File: src/rtl/mem_arbiter.sv
// mem_arbiter
//   Lets the instruction-fetch port (I) and the load/store port (D) share one
//   single-port synchronous memory. One transaction is in flight at a time.
//   D has fixed priority. A starvation counter forces an I grant after
//   STARVE_LIMIT back-to-back D grants that were made while I was waiting.
//
// Ports
//   clk, reset_n            clock, asynchronous active-low reset
//   i_req/i_addr            fetch request, held until i_ready
//   i_ready                 one-cycle grant pulse for I
//   i_rvalid/i_rdata        fetch read-data return
//   d_req/d_we/d_be/d_addr/d_wdata  load/store request, held until d_ready
//   d_ready                 one-cycle grant pulse for D
//   d_rvalid/d_rdata        load read-data return
//   mem_en/we/be/addr/wdata registered memory command
//   mem_rdata               memory read data, valid MEM_LATENCY cycles after mem_en
module mem_arbiter #(
    parameter int ADDR_W       = 30,
    parameter int MEM_LATENCY  = 1,
    parameter int STARVE_LIMIT = 4
) (
    input  logic              clk,
    input  logic              reset_n,
    input  logic              i_req,
    input  logic [ADDR_W-1:0] i_addr,
    output logic              i_ready,
    output logic              i_rvalid,
    output logic [31:0]       i_rdata,
    input  logic              d_req,
    input  logic              d_we,
    input  logic [3:0]        d_be,
    input  logic [ADDR_W-1:0] d_addr,
    input  logic [31:0]       d_wdata,
    output logic              d_ready,
    output logic              d_rvalid,
    output logic [31:0]       d_rdata,
    output logic              mem_en,
    output logic              mem_we,
    output logic [3:0]        mem_be,
    output logic [ADDR_W-1:0] mem_addr,
    output logic [31:0]       mem_wdata,
    input  logic [31:0]       mem_rdata
);

    if (MEM_LATENCY < 1) begin : g_bad_latency
        $error("mem_arbiter: MEM_LATENCY must be >= 1");
    end

    localparam int CNT_W = (MEM_LATENCY < 1) ? 1 : $clog2(MEM_LATENCY + 1);
    localparam int STV_W = (STARVE_LIMIT < 1) ? 1 : $clog2(STARVE_LIMIT + 1);

    typedef enum logic [1:0] {S_IDLE, S_ISSUE, S_WAIT} state_t;

    state_t              state_q, state_d;
    logic                owner_q, owner_d;        // 1 = D owns the transaction
    logic                owner_we_q, owner_we_d;
    logic [CNT_W-1:0]    cnt_q, cnt_d;
    logic [STV_W-1:0]    starve_q, starve_d;
    logic                mem_en_q, mem_en_d;
    logic                mem_we_q, mem_we_d;
    logic [3:0]          mem_be_q, mem_be_d;
    logic [ADDR_W-1:0]   mem_addr_q, mem_addr_d;
    logic [31:0]         mem_wdata_q, mem_wdata_d;
    logic                i_ready_q, i_ready_d;
    logic                d_ready_q, d_ready_d;

    logic starved;
    logic d_wins;

    // I is forced only while it is actually waiting and the limit is reached.
    assign starved = (starve_q == STV_W'(STARVE_LIMIT));
    assign d_wins  = d_req && !(i_req && starved);

    always_comb begin
        state_d     = state_q;
        owner_d     = owner_q;
        owner_we_d  = owner_we_q;
        cnt_d       = cnt_q;
        starve_d    = starve_q;
        mem_en_d    = 1'b0;
        mem_we_d    = 1'b0;
        mem_be_d    = mem_be_q;
        mem_addr_d  = mem_addr_q;
        mem_wdata_d = mem_wdata_q;
        i_ready_d   = 1'b0;
        d_ready_d   = 1'b0;

        case (state_q)
            S_IDLE: begin
                if (i_req || d_req) begin
                    state_d  = S_ISSUE;
                    mem_en_d = 1'b1;
                    cnt_d    = CNT_W'(MEM_LATENCY);
                    if (d_wins) begin
                        owner_d     = 1'b1;
                        owner_we_d  = d_we;
                        mem_we_d    = d_we;
                        mem_be_d    = d_be;
                        mem_addr_d  = d_addr;
                        mem_wdata_d = d_wdata;
                        d_ready_d   = 1'b1;
                        // Count only D grants that bypassed a waiting I.
                        if (!i_req)
                            starve_d = '0;
                        else if (!starved)
                            starve_d = starve_q + STV_W'(1);
                    end else begin
                        owner_d     = 1'b0;
                        owner_we_d  = 1'b0;
                        mem_be_d    = 4'hF;
                        mem_addr_d  = i_addr;
                        mem_wdata_d = '0;
                        i_ready_d   = 1'b1;
                        starve_d    = '0;
                    end
                end
            end
            S_ISSUE: begin
                cnt_d   = cnt_q - CNT_W'(1);
                // Stores expect no data back, so they skip the wait.
                state_d = owner_we_q ? S_IDLE : S_WAIT;
            end
            S_WAIT: begin
                if (cnt_q == '0)
                    state_d = S_IDLE;
                else
                    cnt_d = cnt_q - CNT_W'(1);
            end
            default: state_d = S_IDLE;
        endcase
    end

    always_ff @(posedge clk or negedge reset_n) begin
        if (!reset_n) begin
            state_q     <= S_IDLE;
            owner_q     <= 1'b0;
            owner_we_q  <= 1'b0;
            cnt_q       <= '0;
            starve_q    <= '0;
            mem_en_q    <= 1'b0;
            mem_we_q    <= 1'b0;
            mem_be_q    <= '0;
            mem_addr_q  <= '0;
            mem_wdata_q <= '0;
            i_ready_q   <= 1'b0;
            d_ready_q   <= 1'b0;
        end else begin
            state_q     <= state_d;
            owner_q     <= owner_d;
            owner_we_q  <= owner_we_d;
            cnt_q       <= cnt_d;
            starve_q    <= starve_d;
            mem_en_q    <= mem_en_d;
            mem_we_q    <= mem_we_d;
            mem_be_q    <= mem_be_d;
            mem_addr_q  <= mem_addr_d;
            mem_wdata_q <= mem_wdata_d;
            i_ready_q   <= i_ready_d;
            d_ready_q   <= d_ready_d;
        end
    end

    logic data_back;
    assign data_back = (state_q == S_WAIT) && (cnt_q == '0) && !owner_we_q;

    assign i_rvalid  = data_back && !owner_q;
    assign d_rvalid  = data_back &&  owner_q;
    assign i_rdata   = mem_rdata;
    assign d_rdata   = mem_rdata;

    assign mem_en    = mem_en_q;
    assign mem_we    = mem_we_q;
    assign mem_be    = mem_be_q;
    assign mem_addr  = mem_addr_q;
    assign mem_wdata = mem_wdata_q;
    assign i_ready   = i_ready_q;
    assign d_ready   = d_ready_q;

endmodule

File: config.mk
export PLATFORM = sky130hd
export DESIGN_NAME = mem_arbiter
export DESIGN_NICKNAME = d
export VERILOG_FILES = /design/src/rtl/mem_arbiter.sv
export SDC_FILE = /design/constraint.sdc
export NUM_CORES = 1
export LEC_CHECK = 0
export BUFFER_PORTS_ARGS = -buffer_cell sky130_fd_sc_hd__buf_4
export CAP_MARGIN = 20
export CORE_AREA = 3 3 105 107
export DETAILED_ROUTE_END_ITERATION = 10
export DIE_AREA = 0 0 108 110
export GPL_TIMING_DRIVEN = 0
export HOLD_SLACK_MARGIN = 0.02
export PLACE_DENSITY = 0.76
export SLEW_MARGIN = 25
export SYNTH_ARGS = -nofsm -noshare
export SYNTH_HDL_FRONTEND = slang
export SYNTH_SLANG_ARGS = --single-unit
File: constraint.sdc
create_clock -name clk -period 3 [get_ports clk]
set_clock_uncertainty 0.1 [all_clocks]
set_input_delay 0 -clock clk [delete_from_list [all_inputs] [get_ports clk]]
set_output_delay 0 -clock clk [all_outputs]
set_load 0.03 [all_outputs]
==> flow_summary.json, run 1 <==
{
  "cts_buffers": 9,
  "fmax_ghz": 0.423,
  "regArea_sq_um": 1950,
  "async_flop_share_pct": 100,
  "synth_edf_count": 0,
  "min_path_type": "in -> reg",
  "reg2reg_depth": 5,
  "path_cells": "or2_2, clkbuf_1, o21ai_0, o221ai_1, dlygate4sd3_1",
  "start_util_pct": 39.2,
  "start_kind": "flop",
  "drtIter0Drc": 242,
  "synth-seq-cells": 78,
  "syn_nets": 529,
  "reg2reg_setup_slack_ns": 0.63,
  "syn_avg_cell_area_sq_um": 10.2,
  "setup_ws_ns": 0.634,
  "clk_latency_ns": 0.35,
  "period_minus_slack_ns": 2.37,
  "power_density_nw_per_um2": 914,
  "crit_path_end_kind": "flop",
  "finalSetupViolCount": 0,
  "finalSetupTns_ns": 0,
  "preCtsSetupSlack_ns": 1.21,
  "grt_use_total_pct": 25.3,
  "critical_path_class": "reg -> reg",
  "rsz0062_at_grt": "no",
  "drive_gt1_share_pct": 46.0,
  "ios": 269,
  "maxCapViolCount": 0,
  "antenna_found_initial": 0,
  "cts_buffer_depth": 2,
  "drc_errors": 0,
  "vias_per_cell": 5.14,
  "relSlewSlack_pct": 52.6,
  "dp_hpwl_um": 9970,
  "cts-resized-gates": 0,
  "p_leak_nw": 3.53,
  "htree_levels": 3,
  "drt-total-wl_um": 15600,
  "grt_max_degree": 79,
  "core_sq_um": 10200,
  "synth-warning-count": 0,
  "netlist_instances": 394,
  "total_power_mw": 6.54,
  "dieWidth_um": 108,
  "vias": 4535,
  "syn_area_sq_um": 4010,
  "finalHoldViolCount": 0,
  "postCtsSetupBuffers": 0,
  "cts.clk_slew.worst_paths_ns": 0.08,
  "finalMaxSlewViolations": 0,
  "grt-ovfl-total": 0,
  "drtPass1Iterations": 5,
  "ctsRootBufferMaster": "clkbuf_8",
  "timing.rr.end": "mem_addr[22]",
  "portBuffers": 236,
  "rows": 37,
  "path_max_fanout": 10,
  "min_path_cells": 4,
  "ys.flop_type": "dfrtp_1",
  "fp.dieArea_sq_um": 11900,
  "hold_buffers": 100,
  "r2r-start": "state_q[0]",
  "antenna_left": 0,
  "dieHeight_um": 110,
  "cts.sinks": 78,
  "timing.hold.ws_ns": 0.0667,
  "fill_cells": 734,
  "grt_pass1_vias": 4716,
  "cts_tree": "yes",
  "synth_cell_types": 37,
  "crit_start": "state_q[0]",
  "synth-seq-area-share_pct": 48.7,
  "period_share_pct": 78.9,
  "wire_per_inst_um": 17.7,
  "globalplace.congestion": 0.797,
  "min_from": "d_req",
  "slowest_stage": "dlygate4sd3_1",
  "grt_pass1_wl_um": 23700,
  "fin_nets": 876,
  "area_delta_synth_final_pct": 78.5,
  "cp.required_ns": 3.13,
  "arrival_ns": 2.50,
  "n_antenna_cell": 0,
  "worstMarginPinSlew_ns": 0.711,
  "outcome": "completed",
  "ir_worst_vdd_mv": 0.478,
  "multiInputGateArea_sq_um": 1290,
  "cpPeakStageDelay_ns": 0.58,
  "min_to": "starve_q[2]"
}
-- cells by family after synthesis --
| logic type | synth area share [%] |
|---|---|
| AND/OR/NAND/NOR | 12.2 |
| AO/OA/AOI/OAI | 19.3 |
| flip-flops | 48.7 |
| adder cells (fa/ha/maj) | 0.624 |
| buffers and inverters | 19.2 |
-- state kept, by name, indices dropped and copies added (netlist names) --
name,flops
mem_wdata,32
mem_addr,30
mem_be,4
starve_q,3
state_q,2
cnt_q,1
d_ready,1
i_ready,1
mem_en,1
mem_we,1
owner_q,1
owner_we_q,1
-- worst max path at each step --
| stage | end | slack (ns) | cells past startpoint |
|---|---|---|---|
| after CTS | mem_addr[27] | 0.76 | 7 |
| after detailed placement | mem_wdata[22] | 1.21 | 6 |
| after floorplan | d_rvalid | 1.21 | 2 |
| final | mem_addr[22] | 0.63 | 5 |
| after global routing | mem_addr[26] | 0.54 | 5 |
| after global placement | mem_wdata[24] | 1.24 | 6 |
-- cell type report --
class | count | share of cell area, %
repair buffers | 336 | 38.8
flip-flops and latches | 78 | 27.3
multi-input cells | 196 | 18.0
plain buffers | 99 | 9.62
well taps | 136 | 2.38
clock buffers | 12 | 2.17
inverters | 21 | 1.14
clock inverters | 4 | 0.629
-- metal layers --
layer  vias up  global-route usage (%)  part of all wire, %
met5         -                       0                    0
met4         0                    10.2                  2.2
met3        35                    5.65                  8.8
met2       256                    44.7                   52
met1      2189                    29.9                   37
li1       2055                       -                    -
-- metrics by stage --
stage	instances	util (%)	cell area, sq um
final	882	70.0	7160
after global routing	882	70.0	7160
after CTS	882	69.9	7150
after detailed placement	766	58.2	5950
after global placement	766	58.2	5950
after floorplan	394	-	4010
-- worst max-delay path: cells and delay by family (launching register included) --
family,cells,cell delay [ns]
simple gates,1,0.38
buf+inv,2,0.82
flops,1,0.46
compound gates,2,0.49
-- power breakdown --
group          internal (mW)  switching [mW]
registers               1.55           0.310
clock network          0.427           0.387
logic                   1.68            2.20
total                   3.65            2.89
-- synthesized netlist by cell type (6+ instances only) --
master | count | area [sq um]
o2bb2ai_1 | 22 | 193
dfrtp_1 | 78 | 1950
o21ai_0 | 31 | 155
a22o_1 | 12 | 105
nand3_1 | 52 | 260
o221ai_1 | 15 | 131
clkbuf_1 | 13 | 48.8
o211ai_1 | 15 | 113
nand2_1 | 6 | 22.5
buf_2 | 13 | 65.1
inv_1 | 19 | 71.3
buf_6 | 7 | 78.8
nand4_1 | 15 | 93.8
buf_4 | 66 | 495
-- layout by cell type (no fill, tap or decap), drive strengths merged, types with 2 or more instances in the layout --
| cell | instances |
|---|---|
| and2 | 2 |
| or2 | 2 |
| nand2 | 7 |
| inv | 21 |
| nand4 | 15 |
| o22ai | 2 |
| nor2 | 4 |
| clkbuf | 25 |
| o2bb2ai | 22 |
| o21ai | 31 |
| nand3 | 53 |
| a22o | 12 |
| o221ai | 15 |
| o22a | 3 |
| clkinv | 3 |
| dfrtp | 78 |
| ha | 2 |
| o211ai | 15 |
| buf | 322 |
| dlygate4sd3 | 100 |
Note: power is estimated with default switching activity, not from simulation.
==> run 2, diff against run 1 <==
--- a/config.mk
+++ b/config.mk
@@ -7,12 +7,13 @@
 export LEC_CHECK = 0
 export BUFFER_PORTS_ARGS = -buffer_cell sky130_fd_sc_hd__buf_4
 export CAP_MARGIN = 20
-export CORE_AREA = 3 3 105 107
+export CORE_ASPECT_RATIO = 0.9
+export CORE_MARGIN = 3
+export CORE_UTILIZATION = 42
 export DETAILED_ROUTE_END_ITERATION = 10
-export DIE_AREA = 0 0 108 110
 export GPL_TIMING_DRIVEN = 0
 export HOLD_SLACK_MARGIN = 0.02
-export PLACE_DENSITY = 0.76
+export PLACE_DENSITY = 0.81
 export SLEW_MARGIN = 25
 export SYNTH_ARGS = -nofsm -noshare
 export SYNTH_HDL_FRONTEND = slang
==> constraint.sdc (replaced) <==
create_clock -name clk -period 2.5 [get_ports clk]
set_clock_uncertainty 0.1 [all_clocks]
set_input_delay 0 -clock clk [delete_from_list [all_inputs] [get_ports clk]]
set_output_delay 0 -clock clk [all_outputs]
set_load 0.03 [all_outputs]
==> flow_summary.json, run 2 (synthesized netlist as in run 1, its figures left out) <==
{
  "finalSetupTns_ns": 0,
  "min_path_type": "in -> out",
  "n_antenna_cell": 0,
  "largest_register_ffs": 32,
  "fill_cells": 571,
  "instances_no_fill": 868,
  "rows": 33,
  "path_max_fanout": 10,
  "finalSetupViolCount": 0,
  "dp_cells": 752,
  "postCtsSetupBuffers": 0,
  "reg2reg_setup_slack_ns": 0.18,
  "final_common_cell": "buf_4",
  "timing.hold.ws_ns": 0.116,
  "final_cell_mix": "buf_4, dlygate4sd3_1, dfrtp_1",
  "vias_per_cell": 5.16,
  "start_kind": "flop",
  "grt_use_total_pct": 27.5,
  "globalplace.congestion": 0.825,
  "vias": 4480,
  "fin_nets": 876,
  "fp.dieArea_sq_um": 10800,
  "rsz0062_at_grt": "no",
  "drtIter0Drc": 221,
  "clk_latency_ns": 0.35,
  "ios": 269,
  "post-route-util_pct": 78.3,
  "maxCapViolCount": 0,
  "area_delta_synth_final_pct": 79.8,
  "internal_power_mw": 4.63,
  "sw_frac_of_total_pct": 43.1,
  "total_power_mw": 8.15,
  "finalMaxSlewViolations": 0,
  "dieWidth_um": 109,
  "drtPass1Iterations": 5,
  "cts_tree": "yes",
  "drc_errors": 0,
  "core_sq_um": 9210,
  "grt_pass1_vias": 4626,
  "drt-total-wl_um": 15200,
  "wire_per_inst_um": 17.5,
  "crit_path_end_kind": "flop",
  "htree_levels": 3,
  "ir_worst_vdd_mv": 0.752,
  "crit_start": "state_q[0]",
  "cts_buffers": 9,
  "antenna_left": 0,
  "power_frac_comb_pct": 57.2,
  "finalHoldViolCount": 0,
  "start_util_pct": 43.6,
  "period_minus_slack_ns": 2.32,
  "grt-ovfl-total": 0,
  "critical_path_class": "reg -> reg",
  "timing.critical_path.to": "mem_addr[17]",
  "cp.required_ns": 2.64,
  "arrival_ns": 2.45,
  "seqPwrFrac_pct": 27.3,
  "fmax_ghz": 0.432,
  "cts_buffer_depth": 2,
  "switchingPower_mw": 3.51,
  "cts.sinks": 78,
  "ctsRootBufferMaster": "clkbuf_8",
  "grt_max_degree": 79,
  "multiInputGateArea_sq_um": 1290,
  "portBuffers": 236,
  "drive_gt1_share_pct": 46.1,
  "dp_hpwl_um": 9860,
  "relSlewSlack_pct": 51.9,
  "regArea_sq_um": 1950,
  "r2r-start": "state_q[0]",
  "outcome": "completed",
  "p_leak_nw": 3.55,
  "cts.clk_slew.worst_paths_ns": 0.08,
  "worstMarginPinSlew_ns": 0.721,
  "clockPowerShare_pct": 15.5,
  "antenna_found_initial": 0,
  "dieHeight_um": 98.7,
  "period_share_pct": 92.6,
  "reg2reg_depth": 5,
  "power_density_nw_per_um2": 1130,
  "grt_pass1_wl_um": 23200,
  "timing.rr.end": "mem_addr[17]"
}
==> run 2: how the worst min path moves through the flow <==
stage               depth (start not counted)          start      endpoint  slack (ns)
CTS                                         2  mem_rdata[22]   d_rdata[22]        0.12
global route                                2  mem_rdata[21]   i_rdata[21]        0.12
detailed placement                          2        d_be[0]     mem_be[0]        0.12
finish                                      2  mem_rdata[22]   d_rdata[22]        0.12
global placement                            1        reset_n  mem_addr[27]        0.11
floorplan                                   0        reset_n         cnt_q       -0.40
==> run 2: worst max-delay path, stage by stage, from the launching register on <==
cell           delay, ns
dfrtp_1             0.46
or2_2               0.39
clkbuf_1            0.24
o21ai_0             0.25
o221ai_1            0.18
dlygate4sd3_1       0.59
==> run 2: repair_timing <==
action / 4_1_cts / 5_1_grt
resized for setup: 0 / 0
endpoints found under the hold margin: 149 / 0
hold buffers: 100 / 0
==> run 2: final cells by class <==
class                      instances  share of cell area [%]
buffer                            99                    9.55
timing repair buffer             336                    38.5
clock inverter                     7                    2.03
tap                              122                    2.12
inverter                          21                    1.13
multi-input combinational        196                    17.9
sequential                        78                    27.1
clock buffer                       9                    1.72
==> run 2: metrics by stage <==
stage / setup slack [ns] / area (sq um)
after floorplan: 0.708 / 4010
after global placement: 0.787 / 5930
final: 0.184 / 7210
after global routing: 0.0988 / 7210
after detailed placement: 0.759 / 5930
after CTS: 0.266 / 7210
==> run 2: per-layer routing <==
| layer | vias to the layer above | track usage [%] | wire [um] |
|---|---|---|---|
| li1 | 2060 | - | - |
| met1 | 2180 | 31.3 | 5590 |
| met2 | 211 | 50.0 | 8040 |
| met3 | 29 | 6.68 | 1190 |
| met4 | 0 | 8.64 | 366 |
| met5 | - | 0 | 0 |
==> run 2: power by group through the flow <==
stage | Sequential [mW] | Combinational, mW | Clock, mW
after floorplan | 3.25 | 1.46 | 0
after global placement | 2.19 | 4.02 | 0
after detailed placement | 2.22 | 4.09 | 0
after CTS | 2.21 | 4.60 | 1.29
after global routing | 2.28 | 4.94 | 1.33
final | 2.22 | 4.66 | 1.26
